File: src/rtl/div_pkg.sv
// Shared definitions for the iterative divider: state encoding, default width
// and the field layout of the packed {remainder, quotient} result.
package div_pkg;

    localparam int DIV_DATA_W = 32;

    typedef enum logic [1:0] {
        ST_FREE   = 2'd0,
        ST_BYZERO = 2'd1,
        ST_ON     = 2'd2,
        ST_END    = 2'd3
    } div_state_e;

    // Field index within result_o; each field is DATA_W bits wide.
    localparam int QUOT_FIELD = 0;
    localparam int REM_FIELD  = 1;

endpackage

File: src/rtl/div_step.sv
// One restoring shift-subtract step: given the shifted partial remainder and the
// divisor, produce the next partial remainder and one quotient bit.
module div_step
    import div_pkg::*;
#(
    parameter int DATA_W = DIV_DATA_W
) (
    input  logic [DATA_W:0]   part_rem,
    input  logic [DATA_W-1:0] divisor,
    output logic [DATA_W-1:0] next_rem,
    output logic              q_bit
);

    // A successful subtract always leaves a value below the divisor, so it fits DATA_W bits.
    assign q_bit    = (part_rem >= {1'b0, divisor});
    assign next_rem = q_bit ? DATA_W'(part_rem - {1'b0, divisor}) : part_rem[DATA_W-1:0];

endmodule

File: src/rtl/div_gen.sv
// Multi-cycle restoring divider (signed/unsigned) with abort and divide-by-zero path.
// Optional macro DIV_EARLY_OUT_EN: skip iteration when |dividend| < |divisor|.
module div_gen
    import div_pkg::*;
#(
    parameter int DATA_W = DIV_DATA_W
) (
    input  logic                clk,
    input  logic                rst,
    input  logic                signed_div_i,
    input  logic [DATA_W-1:0]   opdata1_i,
    input  logic [DATA_W-1:0]   opdata2_i,
    input  logic                start_i,
    input  logic                annul_i,
    output logic [2*DATA_W-1:0] result_o,
    output logic                ready_o,
    output logic                busy_o
);

    localparam int CNT_W = $clog2(DATA_W) + 1;

    function automatic logic [DATA_W-1:0] neg_if(input logic [DATA_W-1:0] v, input logic neg);
        return neg ? (~v + DATA_W'(1)) : v;
    endfunction

    div_state_e          state_q, state_d;
    logic [CNT_W-1:0]    cnt_q, cnt_d;
    logic [DATA_W-1:0]   dvd_q, dvd_d;
    logic [DATA_W-1:0]   rem_q, rem_d;
    logic [DATA_W-1:0]   dvs_q, dvs_d;
    logic                neg_quot_q, neg_quot_d;
    logic                neg_rem_q, neg_rem_d;
    logic [2*DATA_W-1:0] result_d;
    logic                ready_d;

    logic                op1_neg, op2_neg;
    logic [DATA_W-1:0]   op1_mag, op2_mag;
    logic [DATA_W-1:0]   step_rem;
    logic                step_q;
    logic [DATA_W-1:0]   quot_fin, rem_fin;

    assign op1_neg = signed_div_i & opdata1_i[DATA_W-1];
    assign op2_neg = signed_div_i & opdata2_i[DATA_W-1];
    assign op1_mag = neg_if(opdata1_i, op1_neg);
    assign op2_mag = neg_if(opdata2_i, op2_neg);

    // dvd_q doubles as the quotient: dividend bits shift out as quotient bits shift in.
    div_step #(.DATA_W(DATA_W)) u_step (
        .part_rem ({rem_q, dvd_q[DATA_W-1]}),
        .divisor  (dvs_q),
        .next_rem (step_rem),
        .q_bit    (step_q)
    );

    assign quot_fin = neg_if(dvd_q, neg_quot_q);
    assign rem_fin  = neg_if(rem_q, neg_rem_q);
    assign busy_o   = (state_q != ST_FREE);

    always_comb begin
        state_d    = state_q;
        cnt_d      = cnt_q;
        dvd_d      = dvd_q;
        rem_d      = rem_q;
        dvs_d      = dvs_q;
        neg_quot_d = neg_quot_q;
        neg_rem_d  = neg_rem_q;
        ready_d    = 1'b0;
        result_d   = '0;
        case (state_q)
            ST_FREE: begin
                if (start_i && !annul_i) begin
                    cnt_d      = '0;
                    dvd_d      = op1_mag;
                    rem_d      = '0;
                    dvs_d      = op2_mag;
                    neg_quot_d = op1_neg ^ op2_neg;
                    neg_rem_d  = op1_neg;
                    if (opdata2_i == '0) begin
                        state_d = ST_BYZERO;
                    end
`ifdef DIV_EARLY_OUT_EN
                    else if (op1_mag < op2_mag) begin
                        // Quotient is zero and the remainder is the dividend itself.
                        state_d = ST_END;
                        dvd_d   = '0;
                        rem_d   = op1_mag;
                    end
`endif
                    else begin
                        state_d = ST_ON;
                    end
                end
            end
            ST_BYZERO: begin
                if (annul_i) begin
                    state_d = ST_FREE;
                end else begin
                    state_d    = ST_END;
                    dvd_d      = '0;
                    rem_d      = '0;
                    neg_quot_d = 1'b0;
                    neg_rem_d  = 1'b0;
                end
            end
            ST_ON: begin
                if (annul_i) begin
                    state_d = ST_FREE;
                end else begin
                    dvd_d = {dvd_q[DATA_W-2:0], step_q};
                    rem_d = step_rem;
                    cnt_d = cnt_q + CNT_W'(1);
                    if (cnt_q == CNT_W'(DATA_W - 1)) begin
                        state_d = ST_END;
                    end
                end
            end
            ST_END: begin
                if (annul_i || !start_i) begin
                    state_d = ST_FREE;
                end else begin
                    ready_d = 1'b1;
                    result_d[QUOT_FIELD*DATA_W +: DATA_W] = quot_fin;
                    result_d[REM_FIELD*DATA_W  +: DATA_W] = rem_fin;
                end
            end
            default: state_d = ST_FREE;
        endcase
    end

    always_ff @(posedge clk) begin
        if (rst) begin
            state_q    <= ST_FREE;
            cnt_q      <= '0;
            dvd_q      <= '0;
            rem_q      <= '0;
            dvs_q      <= '0;
            neg_quot_q <= 1'b0;
            neg_rem_q  <= 1'b0;
            ready_o    <= 1'b0;
            result_o   <= '0;
        end else begin
            state_q    <= state_d;
            cnt_q      <= cnt_d;
            dvd_q      <= dvd_d;
            rem_q      <= rem_d;
            dvs_q      <= dvs_d;
            neg_quot_q <= neg_quot_d;
            neg_rem_q  <= neg_rem_d;
            ready_o    <= ready_d;
            result_o   <= result_d;
        end
    end

endmodule

File: config.mk
export PLATFORM = sky130hd
export DESIGN_NAME = div_gen
export DESIGN_NICKNAME = d
export VERILOG_FILES = /design/src/rtl/div_pkg.sv /design/src/rtl/div_step.sv /design/src/rtl/div_gen.sv
export SDC_FILE = /design/constraint.sdc
export NUM_CORES = 1
export LEC_CHECK = 0
export CORE_MARGIN = 2
export CORE_UTILIZATION = 50
export DETAILED_ROUTE_END_ITERATION = 8
export PLACE_DENSITY = 0.85
export SYNTH_ARGS = -nofsm -noshare
export SYNTH_HDL_FRONTEND = slang
export SYNTH_HIERARCHICAL = 1
export SYNTH_SLANG_ARGS = --single-unit
File: constraint.sdc
create_clock -name clk -period 4 [get_ports clk]
set_input_delay 0.8 -clock clk [delete_from_list [all_inputs] [get_ports clk]]
set_output_delay 0.8 -clock clk [all_outputs]
set_load 0.02 [all_outputs]
; After elaboration in Yosys (flattened, before gate mapping)
; Index checks and enable logic that the tools add are counted.
; W data, S select, Z words.
[word_totals]
in_bits = 69
word_cells = 78
mem_bits_ro = 0
ramBits = 0
latchBits = 0
out_inout_bits = 66
register_bits = 171
mem_count = 0
[op_classes]
muxes = 28
multipliers = 0
order_cmp = 1
bitwise = 8
n_eq_ne = 9
n_reduce_logical = 17
div_mod_pow = 0
shifts = 0
add_sub_neg = 6
[ops]
columns = op, n
row1 = $mux W32, 10
row2 = $pmux W32 S3, 2
row3 = $add A32 B1 Y32 const B, 4
row4 = $not A32 Y32, 4
row5 = $ge A33 B32 Y1, 1
row6 = $logic_not A32 Y1, 1
row7 = $sub A32 B32 Y32, 1
row8 = $mux W2, 6
row9 = $mux W6, 2
row10 = $pmux W6 S2, 1
row11 = $reduce_and A3 Y1, 3
row12 = $ne A2 B2 Y1 const B, 4
row13 = $pmux W2 S4, 1
row14 = $add A6 B1 Y6 const B, 1
row15 = $eq A6 B5 Y1 const B, 1
row16 = $reduce_bool A2 Y1, 3
row17 = $eq A2 B2 Y1 const B, 2
row18 = $mux W1, 4
row19 = $pmux W1 S2, 2
row20 = $reduce_and A4 Y1, 1
row21 = $ne A3 B3 Y1 const B, 1
row22 = $reduce_bool A3 Y1, 1
row23 = $reduce_or A3 Y1, 1
row24 = $and A1 B1 Y1, 2
row25 = other kinds (9), 10

; Logic depth before layout (Yosys ltp)
; Gate-level depths: netlist (run 1).
[depth]
ltp_word = 5
mapped_depth = 16
mapped_depth_nobuf = 13

; Hierarchy
; Netlist (run 1), hierarchy kept.
[modules_own_cells]
columns = mod, instances, area_per_inst_um2, seq_area_each_um2, cells_each
row1 = div_gen, 1, 9037.4, 3423.3, 1111
row2 = div_step, 1, 2331.0, 0.0, 323

; Worst setup path after synthesis (run 1)
; No wires, ideal clock.
[synth_timing]
path_type = reg-to-reg
from = reg rem_q[6]
to = reg rem_q[21]
setup_slack_ns = 1.012
arrival_time_ns = 2.856
setup_time_ns = 0.132
stages_incl_launch_ff = 15
n_path_buf = 2
synth_period_minus_slack_ns = 2.988
required_time_ns = 3.868
path_cell_list = dfxtp_1 > ha_1 > a21oi_2 > a211oi_1 > or3_4 > nor4b_4 > o21ai_2 > a31oi_4 > o21a_4 > inv_2 > buf_6 > buf_12 > mux2_4 > nand3_1 > a21oi_1
[synth_between]
elab_chain_len = 4
elab_cells_between_ends = 5
classes_between = 1 x add/sub / 1 x order compare / 3 x mux
[synth_lines]
columns = item, line_no
row1 = from (decl), div_gen.sv:29  ; logic [DATA_W-1:0] rem_q, rem_d;
row2 = from (signal assigned), div_gen.sv:145  ; rem_q <= rem_d;
row3 = $ge A33 B32 Y1, div_step.sv:15  ; assign q_bit = (part_rem >= {1'b0, divisor});
row4 = via step_q, div_gen.sv:39  ; logic step_q;
row5 = $mux W32, div_step.sv:16  ; assign next_rem = q_bit ? DATA_W'(part_rem - {1'b0, divisor}) : part_rem[DATA_W-1:0];
row6 = via step_rem[21], div_gen.sv:38  ; logic [DATA_W-1:0] step_rem;
row7 = $mux W32, div_gen.sv:106  ; if (annul_i) begin
row8 = $pmux W32 S3, div_gen.sv:69  ; case (state_q)
; The timed path passes the listed nets, and every way through them passes these cells. The select of a mux whose other input is x is not followed.
; A chain may end at the register's enable or synchronous reset.

; Worst setup path after layout (run 1)
[layout_timing]
from = reg rem_q[10]
to = reg rem_q[15]
; The elaborated chain is that of the path after synthesis.

==> impl_summary.md, run 1 <==
Timing
The minimum period implied by the final worst setup slack is 3.621 ns. Setup violations remaining at the end of the flow were counted as 0. The headroom to the max-slew limit is 16.77%. The final hold violation count is 0. Setup repair after global routing left no endpoint under its margin. The pin slew with the least headroom to its limit is 1.247 ns. The total negative slack is 0 ns.

The count of final max-slew check failures was 0. The maximum clock rate is between 0.2 and 0.3 GHz. For the final database, setup skew stands at just under 0.009 ns.

The share of the clock period used by the worst path after layout is between 90% and 100%.

Yosys
The xor and xnor fraction of the mapped netlist area is slightly below 10%. Summing the areas of all compound-gate instances in the mapped netlist gives 22.71% of the synthesized area. The simple-gate area share of the yosys netlist is between 20% and 30%. Yosys mapped a number of flops with a built-in enable equal to 0. The multiplexer share of the synthesized area is under 10%. The mean instance size in the synthesized netlist is approximately 8 um^2. The count of synthesis-stage warnings from yosys is 6. The commonest register cell after synthesis is sky130_fd_sc_hd__dfxtp_1. The synthesized design devotes to its leading area cell type 30.11% of total area. Summed over all instances, the cell type with the most area after synthesis is sky130_fd_sc_hd__dfxtp_1. Sorting the synthesized cells by area gives the leading types as sky130_fd_sc_hd__dfxtp_1 (30%), sky130_fd_sc_hd__xor2_1 (6.6%), sky130_fd_sc_hd__nor2_1 (5.3%). Counting distinct cell types in the post-synthesis netlist gives 84.

The number of nets handed over by synthesis was approximately 1500. The async set or reset register ratio after synthesis is 0%. The cell area that synthesis handed to floorplanning was 11370 um^2. The part of the Yosys area used for sequential elements is approximately 30%.

The post-synthesis sequential element count is 171. By area, the combinational part of the netlist is dominated by compound AO/OA/AOI/OAI gates. The gate count of the mapped netlist is approximately 1400. The synthesized netlist devotes roughly 4.8% of its cell area to adder and majority cells.

Cells and area
From synthesis to final layout, the design area changed by 19.13%. The utilization after layout is 60.18%. Fill cells in the final layout number about 2000. The ratio of cells with drive above 1 in the final layout is between 8 and 9%. After the last flow step, the layout net total stands at 1639. The final antenna diode count is 0.

Clocking
The number of buffers between clock root and the deepest sink is 2. The clock buffer count from CTS is 17. The number of sinks on the clock net is around 170. The number of setup buffers added after CTS is 0. After clock tree synthesis, the clock-pin slew on the worst setup and hold paths is around 0.070 ns.

The TritonCTS clock tree is built. The cell sitting at the root of the clock tree is a sky130_fd_sc_hd__clkbuf_16. The hold buffer count at CTS is 0. Post-CTS repair changed the size of 0 cells. The H-tree was split into 4 levels. The clock network latency to the later pin of the worst-skew pair is between 0.4 and 0.5 ns.

Routing
The top routing layer in use is met4. The number of optimization iterations in the first detailed-route pass is 5. The routed design uses between 10000 and 15000 um of met2 wire.

The number of vias per cell after detailed routing is slightly above 6. Once detail routing completed, the nets flagged for antenna violations numbered 0. Dividing the detail-routed wire length by the instance count gives 18.08 um. Wire segments on met3 add up to 2783 um in the final route. The DRC violation count after routing is 0.

The detailed router put a total of 15340 um of wire on met1. Wires add up to 33000 um. The final route contains 11247 vias. The starting DRC count in detailed routing is 1014.

Power and ir drop
The highest ir drop seen on vdd is ~0.55 mV. Summed over all cells, the static leakage comes to 0.005185 uW. The total power divided by cell area is slightly above 600 nW/um^2.

Place
Summed over all nets, the half-perimeter wirelength after detailed placement is about 24000 um. Port buffering added between 100 and 150 buffers. The final RePlAce weighted congestion is slightly above 1.

Worst setup path
Data on the critical path arrives at its endpoint at 3.94 ns. The required arrival time at the worst endpoint is 4.32 ns. In this run the critical register-to-register path is captured at rem_q[15]$_SDFFE_PP0P_. The most critical setup path has its startpoint at rem_q[10]$_SDFFE_PP0P_. In this run the register-to-register setup slack is roughly 0.38 ns. The start-to-end type of the worst setup path is reg2reg. The number of cells on the worst reg-to-reg path is 12.

STA classifies the critical path endpoint as a flop. The startpoint of the most critical register-to-register path is rem_q[10]$_SDFFE_PP0P_. The largest fanout on the critical path is 29. The worst setup path is launched from a flop. The most critical setup path has its endpoint at rem_q[15]$_SDFFE_PP0P_.

Global route
The first global-routing pass estimated 52540 um of wire. Summed over all layers, the global routing overflow is 0. The number of antenna violations at the first check in global routing is 0. Global routing used between 20% and 30% of the available tracks across all layers. The via count of the first global-routing pass is 10274. The pin count of the biggest net entering global routing is between 80 and 90.

Run
Max-cap violations in this run came to 0.

Die
The floorplan step set the die width to 154.8 um. The floorplan step defined a core boundary enclosing about 23000 um^2. The die boundary height is 154.8 um.

The die covers 23960 um^2. After floorplanning, the core was divided into 55 placement rows. During I/O placement, the number of pins put on the boundary was between 100 and 150. The initial cell density of the core is between 50% and 60%.

Min path
The worst hold path begins at dvs_q[18]$_SDFFE_PP0P_. The worst hold path belongs to the class reg2reg.

Status
The run finished with clean final reports.
power by group:
group / internal [uW] / switching, uW / leakage, uW
Sequential: 1920 / 346 / 0.00139
Clock: 893 / 806 / 0.000288
Combinational: 1660 / 2560 / 0.00351
layer usage:
metal  up-vias  GRT usage, %
met5         -             0
met4         0         8.422
met3        41         4.987
met2       486         40.73
met1      5347         38.89
li1       5373             -
cells by family (layout without fill, tap and decap cells):
logic type | count (synthesis) | count (layout)
muxes | 45 | 45
and+or+nand+nor | 510 | 510
xor gates and xnor gates | 126 | 126
buffers and inverters | 157 | 263
adders and majority gates | 43 | 43
AOI/OAI and AO/OA | 382 | 382
DFF | 171 | 171
critical path, stage by stage, from the launching register on:
cell and delay [ns]:
sky130_fd_sc_hd__dfxtp_1 0.37, sky130_fd_sc_hd__ha_1 0.44, sky130_fd_sc_hd__nand4_1 0.20, sky130_fd_sc_hd__nor3_1 0.36, sky130_fd_sc_hd__o211ai_1 0.19, sky130_fd_sc_hd__nor4b_4 0.18
sky130_fd_sc_hd__o21ai_2 0.19, sky130_fd_sc_hd__a31oi_4 0.12, sky130_fd_sc_hd__o21a_4 0.26, sky130_fd_sc_hd__inv_2 0.56, sky130_fd_sc_hd__mux2_2 0.42, sky130_fd_sc_hd__nand3_1 0.10
sky130_fd_sc_hd__a21oi_1 0.08
Yosys cell counts (8+ instances only):
cell	instances
sky130_fd_sc_hd__o211ai_1	9
sky130_fd_sc_hd__inv_1	65
sky130_fd_sc_hd__and3_1	11
sky130_fd_sc_hd__o21ai_0	69
sky130_fd_sc_hd__nand4_1	27
sky130_fd_sc_hd__a21o_1	12
sky130_fd_sc_hd__clkbuf_1	76
sky130_fd_sc_hd__dfxtp_1	171
sky130_fd_sc_hd__buf_1	9
sky130_fd_sc_hd__nor2_1	162
sky130_fd_sc_hd__nor3_1	21
sky130_fd_sc_hd__mux2_2	22
sky130_fd_sc_hd__a311oi_1	11
sky130_fd_sc_hd__xnor2_1	40
sky130_fd_sc_hd__a31oi_1	25
sky130_fd_sc_hd__a21oi_1	112
sky130_fd_sc_hd__nor2b_1	13
sky130_fd_sc_hd__a211oi_1	17
sky130_fd_sc_hd__or3_1	16
sky130_fd_sc_hd__nor3b_1	8
sky130_fd_sc_hd__mux2i_1	14
sky130_fd_sc_hd__nor4_1	23
sky130_fd_sc_hd__mux2_4	9
sky130_fd_sc_hd__xor2_1	86
sky130_fd_sc_hd__o31ai_1	29
sky130_fd_sc_hd__nand2_1	118
sky130_fd_sc_hd__or4_1	9
sky130_fd_sc_hd__o41ai_1	17
sky130_fd_sc_hd__nand3_1	56
sky130_fd_sc_hd__ha_1	42
worst min-delay path by stage:
stage                                        end  slack, ns  cells past startpoint
final                     dvs_q[18]$_SDFFE_PP0P_       0.50                      2
after global routing       dvs_q[9]$_SDFFE_PP0P_       0.52                      2
after CTS                 dvs_q[18]$_SDFFE_PP0P_       0.50                      2
after detailed placement  dvs_q[18]$_SDFFE_PP0P_       0.49                      2
after global placement    dvs_q[18]$_SDFFE_PP0P_       0.49                      2
after floorplan            dvs_q[0]$_SDFFE_PP0P_       0.44                      2
sequential cells by signal, indices dropped and copies added, names as in the netlist:
name,count
cnt_q,6
dvd_q,32
dvs_q,32
neg_quot_q,1
neg_rem_q,1
ready_o,1
rem_q,32
result_o,64
state_q,2
cells in the final DEF, fill, tap and decap left out, types with 42 or more instances in the layout:
cell and n:
sky130_fd_sc_hd__dfxtp_1 171, sky130_fd_sc_hd__o21ai_0 69, sky130_fd_sc_hd__clkdlybuf4s50_1 133, sky130_fd_sc_hd__nand3_1 56, sky130_fd_sc_hd__xor2_1 86, sky130_fd_sc_hd__inv_1 65, sky130_fd_sc_hd__ha_1 42, sky130_fd_sc_hd__a21oi_1 112
sky130_fd_sc_hd__nor2_1 162, sky130_fd_sc_hd__nand2_1 118
layout make-up:
type / instances / area, um^2 / share of cell area (%)
Timing Repair Buffer: 165 / 1582 / 11.68
Tap cell: 285 / 356.6 / 2.633
Clock buffer: 17 / 425.4 / 3.141
Multi-Input combinational cell: 1106 / 7333 / 54.15
Inverter: 66 / 247.7 / 1.829
Clock inverter: 15 / 175.2 / 1.293
Sequential cell: 171 / 3423 / 25.28
through the flow:
stage	hold WS (ns)	instance area [um^2]	cells	power (uW)	setup slack, ns
2_1_floorplan	0.4400	11370	1434	5334	1.012
3_3_place_gp	0.4895	12940	1793	6284	0.6144
3_5_place_dp	0.4925	12940	1793	6372	0.4520
4_1_cts	0.5017	13540	1825	8078	0.4315
5_1_grt	0.5216	13540	1825	8633	0.1997
6_report	0.4992	13540	1825	8186	0.3786
Power figures use the tool's default switching activity.
==> run 2: changes to the inputs <==
--- a/config.mk
+++ b/config.mk
@@ -5,10 +5,12 @@
 export SDC_FILE = /design/constraint.sdc
 export NUM_CORES = 1
 export LEC_CHECK = 0
+export CAP_MARGIN = 20
 export CORE_MARGIN = 2
 export CORE_UTILIZATION = 50
 export DETAILED_ROUTE_END_ITERATION = 8
 export PLACE_DENSITY = 0.85
+export SLEW_MARGIN = 10
 export SYNTH_ARGS = -nofsm -noshare
 export SYNTH_HDL_FRONTEND = slang
 export SYNTH_HIERARCHICAL = 1
==> constraint.sdc (replaced) <==
create_clock -name clk -period 3.65 [get_ports clk]
set_input_delay 0.73 -clock clk [delete_from_list [all_inputs] [get_ports clk]]
set_output_delay 0.73 -clock clk [all_outputs]
set_load 0.02 [all_outputs]
==> run 2 against run 1 <==
Wire length is 1.3% lower. Design area up 0.93%. Register-to-register slack got worse by 0.20 ns. Clock-buffer cell count rose by 1. Clock skew increased by 0.0073 ns. Sequential cell count unchanged. First-iteration DRC count is 14% higher.
==> impl_summary.md, run 2 (synthesized netlist as in run 1, its figures left out) <==
Cells and area
The ratio of cells with drive above 1 in the final layout is 9.555% (+0.59 points). The flip-flop count of the largest register, all copies and words added is 64 (unchanged). The total of fill cells in the finished design is 1938 (-1.6%). The post-synthesis to final-layout area growth is 20.24%. The largest register by flop count is result_o.

Leaving out fill and tap cells, the most frequent cells in the layout are sky130_fd_sc_hd__dfxtp_1 (171), sky130_fd_sc_hd__nor2_1 (162), sky130_fd_sc_hd__clkdlybuf4s50_1 (133), sky130_fd_sc_hd__nand2_1 (118), sky130_fd_sc_hd__a21oi_1 (112). The total number of nets in the final design came to 1648 (+0.55%). The most common library cell in the layout ignoring fill and taps is sky130_fd_sc_hd__dfxtp_1. The final antenna diode count was 0 (unchanged).

Global route
The met3 usage in global routing is 4.315% (-0.67 points). The remaining global-route overflow is 0 (unchanged). The wire length of the first global-routing pass is 52110 um (-0.81%). The pin count of the biggest net entering global routing came to 86 (unchanged). The overall track demand over capacity in global routing is 26.78% (-0.17 points).

The global routing met1 resource utilization is 39.68% (+0.79 points). The via count of the first global-routing pass is 9943 (-3.2%). The number of antenna violations at the first check in global routing is 0 (unchanged).

The layer flagged by global routing as most heavily used is met2. The met2 usage came to 40.16% (-0.57 points).

Worst setup path
The critical path in this run is classified as reg2reg. The cell family contributing the most delay on the critical path is compound AO/OA/AOI/OAI gates. The largest stage delay on the critical path is 0.50 ns (-0.06 ns). The startpoint of the most critical register-to-register path is dvd_q[31]$_SDFFE_PP0P_. Traced cell by cell, the critical path runs through inv_1, ha_1, fa_1, nor2b_1, o31a_1, o21ai_0, o31ai_2, a21oi_1, or3b_2, nand3_1, mux2_4, nand3_1, a21oi_1. The count of buffering cells on the critical path with inverters included is 1 (unchanged). The required arrival time at the worst endpoint is 4.00 ns (-0.32 ns). For this design, the slowest cell found on the critical path is sky130_fd_sc_hd__or3b_2. The reg2reg setup slack is 0.18 ns (-0.20 ns). The worst setup path is captured at a flop.

The critical path starts at dvd_q[31]$_SDFFE_PP0P_. The largest fanout on the critical path is 4 (-86%). The startpoint class of the critical path is a flop. The endpoint arrival time on the critical path came to 3.81 ns (-0.13 ns).

Timing
The count of final max-slew check failures is 0 (unchanged). The setup violation total in the final timing report is 0 (unchanged). The pin slew with the least headroom to its limit was 1.167 ns (-0.08018 ns).

The headroom to the max-slew limit is 22.12% (+5.4 points). The maximum clock rate is 0.2882 GHz (+4.4%). The worst hold margin is 0.5023 ns (+0.003036 ns). Setup repair after global routing left no endpoint under its margin. The minimum period implied by the final worst setup slack is 3.469 ns (-0.1522 ns).

The share of the clock period used by the worst path after layout was 95.05% (+4.5 points). The final hold violation count is 0 (unchanged). The total negative slack is 0 ns (unchanged). The clock tree skew after final layout is 0.01604 ns (+0.007321 ns).

Power and ir drop
The switching share of power is 44.59% (-0.78 points). The total leakage power is 0.005251 uW (+1.3%). The total net switching power is 4069 uW (+9.6%). The total power divided by cell area is 667.5 nW/um^2 (+10%). The proportion of power drawn by combinational gates is 51.1% (-0.4 points). The part of the power in registers is 27.1% (-0.6 points). The highest ir drop seen on vdd is 0.5545 mV (about the same). The sum of internal, switching and leakage power is 9125 uW (+11%). The share of power burned in the clock network is 21.8% (+1.0 points). The internal power was 5056 uW (+13%).

Clocking
The number of setup buffers added after CTS is 0 (unchanged). The clock transition time at the flip-flop clock pins of the worst setup and hold paths came to 0.07 ns (about the same). TritonCTS built the clock tree. In this run the clock root is driven by a sky130_fd_sc_hd__clkbuf_16. The number of sinks on the clock net is 171 (unchanged). The number of H-tree levels was 4 (unchanged).

The clock network latency to the later pin of the worst-skew pair is 0.44 ns (about the same). The clock buffer count from CTS is 17 (unchanged). The number of buffers between clock root and the deepest sink is 2 (unchanged).

Die
The count of standard-cell rows came to 55 (unchanged). The area enclosed by the die boundary is 23960 um^2 (unchanged). The die boundary height is 154.8 um (unchanged). The initial cell density of the core is 50.52% (unchanged). The boundary pin count came to 135 (unchanged).

The chip width is 154.8 um (unchanged). The core box area came to 22500 um^2 (unchanged).

Routing
The vias after detailed routing is 11186 (-0.54%). The starting DRC count in detailed routing was 1160 (+14%). The final antenna-violating net count is 0 (unchanged). The number of vias per cell after detailed routing is 6.099 (-1.0%). The total length of routed wires is 32560 um (-1.3%).

The average wire per standard cell is 17.76 um (-1.8%). The number of optimization iterations in the first detailed-route pass is 6 (+1). The DRC violation count after routing came to 0 (unchanged).

Place
The HPWL after detailed placement is 24050 um (-0.15%). The final RePlAce weighted congestion is 0.9804 (-2.5%). The number of buffer cells added on primary ports is 134 (unchanged).

Min path
The worst hold path belongs to the class reg2reg. The critical hold path startpoint is dvs_q[5]$_SDFFE_PP0P_.

Status
The flow ran to the end, and the final reports show no timing, DRC or antenna violations.

Run
The max-capacitance violation count is 0 (unchanged).
==> run 2: stage by stage <==
stage / setup slack (ns) / instances / utilization, % / instance area [um^2]
finish: 0.1807 / 1834 / 60.75 / 13670
global route: 0.05028 / 1834 / 60.75 / 13670
CTS: 0.09695 / 1833 / 60.65 / 13650
detailed placement: 0.1547 / 1801 / 57.78 / 13000
global placement: 0.2640 / 1801 / 57.78 / 13000
floorplan: 0.6617 / 1434 / - / 11370
==> run 2: final timing paths <==
| kind | endpoint | depth (start not counted) |
|---|---|---|
| max | rem_q[30]$_SDFFE_PP0P_ | 13 |
| min | dvs_q[5]$_SDFFE_PP0P_ | 2 |
| max reg2reg | rem_q[30]$_SDFFE_PP0P_ | 13 |
| min reg2reg | dvs_q[5]$_SDFFE_PP0P_ | 2 |
==> run 2: per-layer routing <==
| layer | wire (um) | up-vias | share of wire (%) |
|---|---|---|---|
| li1 | - | 5386 | - |
| met2 | 14070 | 509 | 43 |
| met5 | 0 | - | 0 |
| met1 | 15070 | 5243 | 46 |
| met3 | 2813 | 48 | 8.6 |
| met4 | 620 | 0 | 1.9 |
==> run 2: cell type report <==
cell class | count | area, um^2 | share of cell area (%)
Clock buffer | 18 | 439.2 | 3.213
Clock inverter | 14 | 205.2 | 1.501
Inverter | 66 | 250.2 | 1.831
Multi-Input combinational cell | 1106 | 7338 | 53.68
Sequential cell | 171 | 3423 | 25.04
Tap cell | 285 | 356.6 | 2.609
Timing Repair Buffer | 174 | 1657 | 12.12
==> run 2: worst min-delay path: stages (launching register included) <==
cell                       delay, ns
sky130_fd_sc_hd__dfxtp_1        0.31
sky130_fd_sc_hd__nor2_1         0.10
sky130_fd_sc_hd__a211oi_1       0.05
==> run 2: power by group through the flow <==
| stage | Sequential [uW] | Combinational (uW) | Clock (uW) |
|---|---|---|---|
| 2_1_floorplan | 2340 | 3500 | 0 |
| 3_3_place_gp | 2480 | 4430 | 0 |
| 3_5_place_dp | 2490 | 4470 | 0 |
| 4_1_cts | 2450 | 4520 | 2010 |
| 5_1_grt | 2500 | 5030 | 2090 |
| 6_report | 2470 | 4660 | 1990 |
==> run 2: repair_timing <==
item	in CTS	in global routing
setup endpoints to repair	0	28
hold buffers	0	0
gates resized for setup	0	3
==> run 3: changes to the inputs <==
--- a/config.mk
+++ b/config.mk
@@ -9,7 +9,7 @@
 export CORE_MARGIN = 2
 export CORE_UTILIZATION = 50
 export DETAILED_ROUTE_END_ITERATION = 8
-export PLACE_DENSITY = 0.85
+export PLACE_DENSITY = 0.73
 export SLEW_MARGIN = 10
 export SYNTH_ARGS = -nofsm -noshare
 export SYNTH_HDL_FRONTEND = slang
==> run 3 against run 2 <==
Utilization down 0.056 points. Clock skew down 0.0036 ns. Clock power down 5%. Sequential power about the same. Worst hold slack worse by 0.016 ns. Global-route usage down 0.41 points. Power down 1.8%. Design area about the same. Critical endpoint unchanged.
==> impl_summary.md, run 3 (synthesized netlist as in run 1, its figures left out) <==
Cells and area
The utilization after layout was 60.69% (about the same). The total of fill cells in the finished design is 2005 (+3.5%). The library cells used most frequently in the layout, excluding fill and tap cells, are sky130_fd_sc_hd__dfxtp_1 (171), sky130_fd_sc_hd__nor2_1 (162), sky130_fd_sc_hd__clkdlybuf4s50_1 (133), sky130_fd_sc_hd__nand2_1 (118), sky130_fd_sc_hd__a21oi_1 (112). The storage element area came to 3423 um^2 (unchanged).

The final antenna diode count is 0 (unchanged). The ratio of cells with drive above 1 in the final layout came to 9.671% (+0.12 points). The footprint of the multi-input gates came to 7338 um^2 (unchanged).

The flip-flop count of the largest register, all copies and words added came to 64 (unchanged). The post-synthesis to final-layout area growth is 20.13% (about the same). The total number of nets in the final design came to 1650 (+0.12%). The library cell used most frequently in the layout, excluding fill and tap cells, is sky130_fd_sc_hd__dfxtp_1.

result_o holds more flip-flops than any other register.

Place
The HPWL after detailed placement is 23490 um (-2.3%). The final RePlAce weighted congestion is 0.9268 (-5.5%). The number of buffer cells added on primary ports was 134 (unchanged).

Worst setup path
The startpoint of the most critical register-to-register path is dvd_q[31]$_SDFFE_PP0P_. The endpoint of the worst setup timing path is rem_q[30]$_SDFFE_PP0P_. The critical path endpoint category is a flop. The startpoint class of the critical path is a flop. The critical path in this run is classified as reg2reg.

The reg2reg setup slack is 0.25 ns (+0.07 ns). The depth of the most critical reg-to-reg path is 13 (unchanged). The largest fanout on the critical path came to 4 (unchanged). The required arrival time at the worst endpoint came to 4.01 ns (about the same). In this run the worst setup path begins at dvd_q[31]$_SDFFE_PP0P_. The endpoint arrival time on the critical path was 3.76 ns (-0.05 ns). The endpoint identified for the worst register-to-register timing path is rem_q[30]$_SDFFE_PP0P_.

Timing
The total negative slack is 0 ns (unchanged). The final hold violation count was 0 (unchanged). The clock tree skew after final layout is 0.01243 ns (-0.003608 ns). The minimum period implied by the final worst setup slack was 3.400 ns (-0.06908 ns).

The setup violation total in the final timing report is 0 (unchanged). The share of the clock period used by the worst path after layout was 93.16% (-1.9 points). The pin slew with the least headroom to its limit is 1.069 ns (-0.09743 ns).

The maximum clock rate was 0.2941 GHz (+2.0%). The headroom to the max-slew limit is 28.63% (+6.5 points). The count of final max-slew check failures came to 0 (unchanged).

Setup repair after global routing left no endpoint under its margin.

Clocking
The TritonCTS clock tree is built. The number of H-tree levels came to 4 (unchanged). The clock transition time at the flip-flop clock pins of the worst setup and hold paths was 0.07 ns (about the same). The clock network latency to the later pin of the worst-skew pair is 0.44 ns (about the same). The buffer type at the clock tree root is sky130_fd_sc_hd__clkbuf_16. The number of buffers between clock root and the deepest sink is 2 (unchanged). The number of sinks on the clock net is 171 (unchanged). The hold buffer count at CTS came to 0 (unchanged). The clock buffer count from CTS came to 17 (unchanged).

Global route
The met2 usage came to 38.35% (-1.8 points). The wire length of the first global-routing pass was 51350 um (-1.5%). The remaining global-route overflow came to 0 (unchanged). The number of antenna violations at the first check in global routing is 0 (unchanged). The pin count of the biggest net entering global routing is 86 (unchanged).

The met3 usage in global routing is 4.791% (+0.48 points). The via count of the first global-routing pass is 9838 (-1.1%). The overall track demand over capacity in global routing was 26.37% (-0.41 points). The global routing met1 resource utilization came to 40.15% (+0.46 points). The most congested layer reported by global routing is met1.

Routing
The average wire per standard cell is 17.46 um (-1.6%). The final antenna-violating net count is 0 (unchanged). The number of optimization iterations in the first detailed-route pass is 5 (-1). The DRC violation count after routing is 0 (unchanged).

The number of vias per cell after detailed routing is 5.967 (-2.2%). The total length of routed wires is 32060 um (-1.5%). The starting DRC count in detailed routing came to 1047 (-9.7%). The vias after detailed routing was 10956 (-2.1%).

Die
The chip width is 154.8 um (unchanged). The initial cell density of the core is 50.52% (unchanged). The core box area is 22500 um^2 (unchanged). The count of standard-cell rows was 55 (unchanged).

The boundary pin count came to 135 (unchanged). The die boundary height is 154.8 um (unchanged). The area enclosed by the die boundary is 23960 um^2 (unchanged).

Run
The max-capacitance violation count is 0 (unchanged).

Power and ir drop
The share of power burned in the clock network is 21.2% (-0.6 points). The total leakage power is 0.005255 uW (about the same). The internal power is 4922 uW (-2.7%). The part of the power in registers is 27.4% (+0.3 points). The proportion of power drawn by combinational gates is 51.4% (+0.3 points). The total net switching power is 4040 uW (-0.72%). The total power divided by cell area is 656.2 nW/um^2 (-1.7%). The switching share of power is 45.08% (+0.49 points). The highest ir drop seen on vdd is 0.6109 mV (+10%).

Min path
The tightest min-delay check is of the reg2reg type. The worst hold path begins at dvs_q[0]$_SDFFE_PP0P_.

Status
The flow ran to the end, and the final reports show no timing, DRC or antenna violations.
==> run 3: cell types whose count changed in the layout (fill, tap and decap cells not counted), sizes merged <==
cell,before,now
clkinv,2,7
buf,41,43
bufinv,3,1
clkinvlp,3,1
clkbuf,18,17
==> run 3: worst max-delay path: stages, from the launching register on <==
cell	delay, ns
sky130_fd_sc_hd__dfxtp_1	0.44
sky130_fd_sc_hd__inv_1	0.11
sky130_fd_sc_hd__ha_1	0.24
sky130_fd_sc_hd__fa_1	0.41
sky130_fd_sc_hd__nor2b_1	0.17
sky130_fd_sc_hd__o31a_1	0.20
sky130_fd_sc_hd__o21ai_0	0.18
sky130_fd_sc_hd__o31ai_2	0.36
sky130_fd_sc_hd__a21oi_1	0.25
sky130_fd_sc_hd__or3b_2	0.51
sky130_fd_sc_hd__nand3_1	0.09
sky130_fd_sc_hd__mux2_4	0.14
sky130_fd_sc_hd__nand3_1	0.06
sky130_fd_sc_hd__a21oi_1	0.16
==> run 3: final cells by class <==
cell class / count / share of cell area (%)
multi-input combinational: 1106 / 53.73
sequential: 171 / 25.07
timing repair buffer: 176 / 12.19
clock buffer: 17 / 3.115
tap: 285 / 2.611
inverter: 66 / 1.832
clock inverter: 15 / 1.457
==> run 3: worst min-delay path by stage <==
stage                     depth (start not counted)                     to
after floorplan                                   2  dvs_q[0]$_SDFFE_PP0P_
after global placement                            2  dvs_q[0]$_SDFFE_PP0P_
after detailed placement                          2  dvs_q[0]$_SDFFE_PP0P_
after CTS                                         2  dvs_q[0]$_SDFFE_PP0P_
after global routing                              2  dvs_q[0]$_SDFFE_PP0P_
final                                             2  dvs_q[0]$_SDFFE_PP0P_
==> run 3: routing by layer <==
metal  vias to the layer above  wire [um]  share of wire, %
li1                       5415          -                 -
met2                       445      13260                41
met5                         -          0                 0
met3                        35       2565               8.0
met4                         0        393               1.2
met1                      5061      15850                49
==> run 3: power groups by stage <==
stage               sequential [uW]  clock, uW  combinational, uW
floorplan                      2340          0               3500
finish                         2460       1900               4610
global route                   2490       2000               5010
detailed placement             2480          0               4510
CTS                            2440       1930               4540
global placement               2470          0               4480
==> run 3: metrics by stage <==
step	hold WS [ns]	total power (uW)	setup slack, ns	cell area [um^2]	instances
detailed placement	0.4774	6987	0.1382	13030	1804
global route	0.5266	9498	0.02759	13660	1836
floorplan	0.4400	5846	0.6617	11370	1434
CTS	0.4870	8909	0.06443	13650	1836
finish	0.4866	8961	0.2498	13660	1836
global placement	0.4763	6952	0.1644	13030	1804
==> run 3: what timing repair did <==
item                       4_1_cts  5_1_grt
hold endpoints to repair         0        0
setup endpoints to repair        0       28
gates resized for setup          0        3
setup buffers                    0        0
